`config.mk`:
```
export PLATFORM = sky130hd
export DESIGN_NAME = exhaustive_vector_sweeper
export DESIGN_NICKNAME = d
export VERILOG_FILES = /design/src/rtl/exhaustive_vector_sweeper.sv
export SDC_FILE = /design/constraint.sdc
export NUM_CORES = 1
export LEC_CHECK = 0
export CORE_MARGIN = 2
export CORE_UTILIZATION = 53
export CTS_CLUSTER_DIAMETER = 100
export DETAILED_ROUTE_END_ITERATION = 10
export GPL_TIMING_DRIVEN = 1
export PLACE_DENSITY = 0.77
export SYNTH_ARGS = -nofsm -noshare
export SYNTH_HDL_FRONTEND = slang
export SYNTH_SLANG_ARGS = --single-unit
```
`constraint.sdc`:
```
create_clock -name clk -period 2.15 [get_ports clk]
set_input_delay 0.43 -clock clk [delete_from_list [all_inputs] [get_ports clk]]
set_output_delay 0.43 -clock clk [all_outputs]
set_load 0.01 [all_outputs]
```
`src/rtl/exhaustive_vector_sweeper.sv`:
```
// Exhaustive stimulus engine: walks all 2^N_IN input vectors (binary or Gray order),
// holds each for HOLD_CYCLES clocks and checks the DUT's 1-bit response against EXPECT_MASK.
module exhaustive_vector_sweeper #(
    parameter int                     N_IN        = 3,
    parameter int                     HOLD_CYCLES = 20,
    parameter logic [(1<<N_IN)-1:0]   EXPECT_MASK = 8'b1110_1000
) (
    input  logic            clk,
    input  logic            rst_n,
    input  logic            start,
    input  logic            abort,
    input  logic            gray_mode,
    input  logic            dut_out,
    output logic [N_IN-1:0] vec,
    output logic            busy,
    output logic            done,
    output logic            pass,
    output logic [N_IN:0]   mismatch_count,
    output logic [N_IN-1:0] first_fail_vec,
    output logic            fail_seen
);

    localparam int HW = (HOLD_CYCLES > 1) ? $clog2(HOLD_CYCLES) : 1;

    localparam logic [1:0] S_IDLE  = 2'd0;
    localparam logic [1:0] S_DRIVE = 2'd1;
    localparam logic [1:0] S_DONE  = 2'd2;

    localparam logic [N_IN-1:0] LAST_IDX  = {N_IN{1'b1}};
    localparam logic [HW-1:0]   HOLD_LAST = HW'(HOLD_CYCLES - 1);

    logic [1:0]      state_q, state_d;
    logic [N_IN-1:0] idx_q, idx_d;
    logic [HW-1:0]   hold_cnt_q, hold_cnt_d;
    logic            mode_q, mode_d;
    logic [N_IN-1:0] vec_q, vec_d;
    logic            busy_q, busy_d;
    logic            done_q, done_d;
    logic            pass_q, pass_d;
    logic [N_IN:0]   mismatch_count_q, mismatch_count_d;
    logic [N_IN-1:0] first_fail_vec_q, first_fail_vec_d;
    logic            fail_seen_q, fail_seen_d;

    logic [N_IN-1:0] idx_inc;
    logic            launch;

    assign idx_inc = idx_q + N_IN'(1);
    assign launch  = start && !abort;

    always_comb begin
        state_d          = state_q;
        idx_d            = idx_q;
        hold_cnt_d       = hold_cnt_q;
        mode_d           = mode_q;
        vec_d            = vec_q;
        busy_d           = busy_q;
        done_d           = done_q;
        pass_d           = pass_q;
        mismatch_count_d = mismatch_count_q;
        first_fail_vec_d = first_fail_vec_q;
        fail_seen_d      = fail_seen_q;

        case (state_q)
            S_DRIVE: begin
                if (abort) begin
                    // Statistics are deliberately left intact so an aborted run can be inspected.
                    state_d = S_IDLE;
                    busy_d  = 1'b0;
                    done_d  = 1'b0;
                    pass_d  = 1'b0;
                    vec_d   = '0;
                end else begin
                    hold_cnt_d = hold_cnt_q + HW'(1);
                    if (hold_cnt_q == HOLD_LAST) begin
                        if (dut_out != EXPECT_MASK[vec_q]) begin
                            mismatch_count_d = mismatch_count_q + (N_IN+1)'(1);
                            if (!fail_seen_q) begin
                                first_fail_vec_d = vec_q;
                                fail_seen_d      = 1'b1;
                            end
                        end
                        if (idx_q == LAST_IDX) begin
                            state_d = S_DONE;
                            busy_d  = 1'b0;
                            done_d  = 1'b1;
                            pass_d  = (mismatch_count_d == '0);
                        end else begin
                            idx_d      = idx_inc;
                            hold_cnt_d = '0;
                            vec_d      = mode_q ? (idx_inc ^ (idx_inc >> 1)) : idx_inc;
                        end
                    end
                end
            end
            default: begin
                if (state_q == S_DONE && abort) begin
                    state_d = S_IDLE;
                    done_d  = 1'b0;
                    pass_d  = 1'b0;
                    vec_d   = '0;
                end else if (launch) begin
                    // Vector 0 is the same in both orders, so it can be driven immediately.
                    state_d          = S_DRIVE;
                    idx_d            = '0;
                    hold_cnt_d       = '0;
                    mode_d           = gray_mode;
                    vec_d            = '0;
                    busy_d           = 1'b1;
                    done_d           = 1'b0;
                    pass_d           = 1'b0;
                    mismatch_count_d = '0;
                    first_fail_vec_d = '0;
                    fail_seen_d      = 1'b0;
                end
            end
        endcase
    end

    always_ff @(posedge clk or negedge rst_n) begin
        if (!rst_n) begin
            state_q          <= S_IDLE;
            idx_q            <= '0;
            hold_cnt_q       <= '0;
            mode_q           <= 1'b0;
            vec_q            <= '0;
            busy_q           <= 1'b0;
            done_q           <= 1'b0;
            pass_q           <= 1'b0;
            mismatch_count_q <= '0;
            first_fail_vec_q <= '0;
            fail_seen_q      <= 1'b0;
        end else begin
            state_q          <= state_d;
            idx_q            <= idx_d;
            hold_cnt_q       <= hold_cnt_d;
            mode_q           <= mode_d;
            vec_q            <= vec_d;
            busy_q           <= busy_d;
            done_q           <= done_d;
            pass_q           <= pass_d;
            mismatch_count_q <= mismatch_count_d;
            first_fail_vec_q <= first_fail_vec_d;
            fail_seen_q      <= fail_seen_d;
        end
    end

    assign vec            = vec_q;
    assign busy           = busy_q;
    assign done           = done_q;
    assign pass           = pass_q;
    assign mismatch_count = mismatch_count_q;
    assign first_fail_vec = first_fail_vec_q;
    assign fail_seen      = fail_seen_q;

endmodule

```
# After elaboration in Yosys (flattened, before gate mapping)
# Memory sizes are Yosys's and may differ from the RTL's.
# Index checks and enable logic that the tools add are counted.
# word_totals
ff_bits	25
rom_bits	8
out_inout_bits	14
in_bits	6
n_memories	1
# memory_table
name	depth	word_bits	rd	rd_ports_with_merged_regs	write_ports	line_no	rtl
(name not given)	8	1	1	0	0	75	if (dut_out != EXPECT_MASK[vec_q]) begin
# op_classes
bitwise	3
n_lt_le_gt_ge	1
n_reduce_logical	15
eq_ne	14
add_sub_neg	3
mux	60
# ops
operator	count
$mux 3	17
$mux 4	9
$mux 5	6
$mux 1	22
$mux 2	6
$reduce_and 3->1	4
$ne 2x2->1 const B	5
$reduce_and 5->1	2
$ne 3x3->1 const B	3
$reduce_and 4->1	2
$reduce_and 6->1	1
$add 5x1->5 const B	1
$eq 5x5->1 const B	1
$add 4x1->4 const B	1
$logic_not 4->1	1
$lt 3x4->1 const B	1
$add 3x1->3 const B	1
$eq 3x3->1 const B	1
$reduce_bool 3->1	1
$xor 3x2->3	1
$eq 2x1->1 const B	1
$eq 2x2->1 const B	1
$logic_and 1x1->1	2
$ne 2x1->1 const B	1
4 further kinds	5

# Depth between registers and ports, before layout
# depth
ltp_word	12
ltp_mapped	6

# Least setup slack after synthesis
# No wires, ideal clock.
# synth_timing
path_type	register to register
start	register hold_cnt_q[0]
end	register vec_q[0] (netlist: vec[0])
setup_slack_ns	0.421
stages_incl_launch_ff	7
setup_ns	0.128
synth_period_minus_slack_ns	1.729
arrival_ns	1.601
cell_sequence	dfrtp_1 -> ha_1 -> nand4bb_1 -> clkbuf_1 -> nor2_2 -> a21oi_1 -> mux2_1
# synth_via
elab_chain_len	3
# synth_rtl
element	line_no	rtl
start: declaration	34	logic [HW-1:0] hold_cnt_q, hold_cnt_d;
start signal: assignment	135	hold_cnt_q <= hold_cnt_d;
$eq 5x5->1	74	if (hold_cnt_q == HOLD_LAST) begin
$ne 3x3->1 (no line)	-	
$reduce_and 3->1 (no line)	-	
end signal: assignment	137	vec_q <= vec_d;
end: declaration	36	logic [N_IN-1:0] vec_q, vec_d;
# No other way between the ends.
# A chain may end at the register's enable or synchronous reset.

# Worst setup path after layout
# layout_timing
start	register state_q[0]
end	register idx_q[2]
# layout_via
elab_chain_len	4
elab_cells_between_ends	10
classes_between	6 x eq/ne; 1 x mux; 3 x reduce/logical
# layout_rtl
element	line_no	rtl
start: declaration	32	logic [1:0] state_q, state_d;
start signal: assignment	133	state_q <= state_d;
$eq 2x2->1	96	if (state_q == S_DONE && abort) begin
$logic_and 1x1->1	96	
$ne 2x1->1 (no line)	-	
$reduce_and 5->1 (no line)	-	
end signal: assignment	134	idx_q <= idx_d;
end: declaration	33	logic [N_IN-1:0] idx_q, idx_d;
# Several ways; a longest one is shown, not always the timed one.

==> summary.txt <==
Logic synthesis
  • Synth Flop Type: dfrtp_1
  • Yosys warnings: 0
  • Syn Area/Cell: 9.55 µm²
  • Synth top area share: between 40% and 50%
  • Area leader, netlist: dfrtp_1
  • Synth Register Bits: 24
  • Asr flop ratio synth: 100%
  • Syn Nets: 158
  • Area contributors post-synth: dfrtp_1 42%, nand2_1 3.7%, ha_1 3.5%, mux2i_1 3.5%, nand3_1 3.2%
  • Synth Instances: 148
  • Netlist cell types: 46
  • Seq/Total Area, Yosys: a little over two fifths
  • Number of synthesized flops with an enable pin: 0
  • Top post-synthesis cells by count: 24 x dfrtp_1, 14 x nand2_1, 9 x nand3_1, 9 x o21ai_0, 7 x nor2_1
  • Count leader, synth: dfrtp_1
  • Synthesized area: 1410 µm²

Detailed routing
  • Detail Route Antenna Nets: 0
  • Vias per cell: just over 6
  • Post-Route WL: ~3.3 mm
  • Via count: 1,249
  • Initial drt markers: 33
  • DRC: 0
  • DRT Pass-1 Iters: 4
  • Routed length per instance: between 15 and 20 µm

Floorplan
  • Die Ht: 55.7 µm
  • Initial Util: 56.6%
  • I/O pin count: 20
  • Total core area: 2500 µm²
  • Die area: approximately 3100 µm²
  • Die width: between 50 and 60 µm
  • Core Rows: 18

Timing
  • Final Hold Viols: 0
  • Max_slew headroom: 65.4%
  • Fin crit period: ~1.9 ns
  • Worst slew pin tran: 0.515 ns
  • Final setup TNS: 0 ns
  • F_max: 539 MHz
  • Unrepaired setup endpoints after global routing: false
  • Fin. max-slew vios: 0
  • Clock skew: 0.00434 ns
  • Worst setup margin: 0.294 ns
  • Final setup vio count: 0
  • Final period util: 86.3%

Global route
  • Largest net degree at the start of global routing: 25
  • First-pass GRT wire length: 5.69 mm
  • Vias in the first global route: 1,251
  • Initial antenna violation count: 0
  • Total grt overflow: 0
  • Total global-route track usage: 22.7%

Layout
  • Antenna cell count: 0
  • Share of cells above drive strength 1: 10.5%
  • Fill count: 209
  • Layout area overhead: 20.5%
  • NumNets Final: 184
  • Non-filler cells, final: 202

Critical path
  • Max FO, Critical Path: 15
  • CP required: 2.33 ns
  • R2r setup slk: 0.29 ns
  • WS Path Type: reg -> reg
  • CP Launch Type: register
  • Setup crit end kind: register
  • Crit path DAT: 2.04 ns

CTS
  • Post-CTS sizing: 0
  • Clock transition at path regs: 0.13 ns
  • CTS Sinks: 24
  • Clock Latency Late Sink: 0.31 ns
  • CTS max path bufs: 2
  • Root buffer cell: clkbuf_4
  • H-tree depth reported by CTS: 1
  • CTS tree: yes
  • Total CTS buffers: 3
  • Hold-fix buffer count after cts: 0
  • # Post-CTS Setup Buffers: 0

Power
  • PwrDens: 514 nW/µm²
  • Leak Pwr: between 0.0007 and 0.0008 µW
  • VDD IR max: 0.416 mV
  • Total power: 875 µW

Place
  • # port buffers: 19
  • Post-DP HPWL: roughly 2.4 mm
  • Final GP Congestion: 0.851
  • DP Worst Slack: between 0.1 and 0.15 ns
  • Placed Instances: 199

Hold path
  • HP Class: in -> async

Status
  • Status: finished clean

Job
  • Max cap viols: 0
final timing paths:
kind,cells after the start,start,endpoint
min reg2reg,2,first_fail_vec[1],first_fail_vec[1]
min,2,rst_n,mismatch_count[1]
max reg2reg,5,state_q[0],idx_q[2]
min in group clk,2,first_fail_vec[1],first_fail_vec[1]
max in group asynchronous,2,rst_n,vec[0]
max,5,state_q[0],idx_q[2]
stage by stage:
stage,util (%),instance area (µm²),hold slack (ns)
floorplan,-,1410,0.134
global placement,67.3,1680,0.496
detailed placement,67.3,1680,0.499
CTS,68.2,1700,0.461
global route,68.2,1700,0.486
finish,68.2,1700,0.457
final cells by class:
type                       instances  area (µm²)  area share [%]
inverter                           5        18.8            1.10
clock buffer                       3        22.5            1.32
sequential                        24         601            35.2
tap                               30        37.5            2.20
multi-input combinational        111         759            44.6
timing repair buffer              29         265            15.6
routing by layer:
layer / up-vias / routed length (µm) / GRT usage [%]
li1: 595 / - / -
met4: 0 / 37 / 6.97
met1: 618 / 1490 / 29.0
met3: 5 / 110 / 2.33
met2: 31 / 1620 / 40.5
met5: - / 0 / 0
critical path, cell delays in order, from the launching register on:
cell	delay [ns]
dfrtp_1	0.47
nor2b_1	0.33
buf_4	0.28
nand3_1	0.09
a21oi_1	0.40
o21ai_0	0.16
kinds of logic (layout without fill, tap and decap cells):
family                   count (synthesis)  in the layout  synth area share, %
AO/OA/AOI/OAI                           35             35                 17.2
XOR/XNOR                                 8              8                 4.96
adder cells (fa/ha/maj)                  5              5                 4.25
buffers and inverters                   13             37                 3.80
flip-flops                              24             24                 42.5
multiplexers                             8              8                 5.93
AND/OR/NAND/NOR                         55             55                 21.4
flip-flops by register name, indices dropped and copies added (netlist names):
name	flops
mismatch_count	4
busy	1
mode_q	1
state_q	2
fail_seen	1
first_fail_vec	3
idx_q	3
pass	1
vec	3
hold_cnt_q	5
cell usage in the layout, fill, tap and decap left out, types with 3 or more instances in the layout:
| cell type | instances |
|---|---|
| dfrtp_1 | 24 |
| clkdlybuf4s50_1 | 19 |
| nand2_1 | 14 |
| buf_4 | 10 |
| nand3_1 | 9 |
| o21ai_0 | 9 |
| nor2_1 | 7 |
| o211ai_1 | 5 |
| xor2_1 | 5 |
| mux2i_1 | 5 |
| inv_1 | 4 |
| ha_1 | 4 |
| a21oi_1 | 3 |
| xnor2_1 | 3 |
| nand4_1 | 3 |
| o311ai_0 | 3 |
| nor3b_1 | 3 |
| a32oi_1 | 3 |
| clkbuf_4 | 3 |
power by group:
part	total [µW]	internal, µW	switching [µW]	leakage [µW]
sequential	513	479	34.1	0.000325
clock	197	65.5	131	0.0000138
combinational	166	82.2	83.8	0.000398
total	875	626	249	0.000737
No activity file was read; power rests on OpenSTA's default activity.
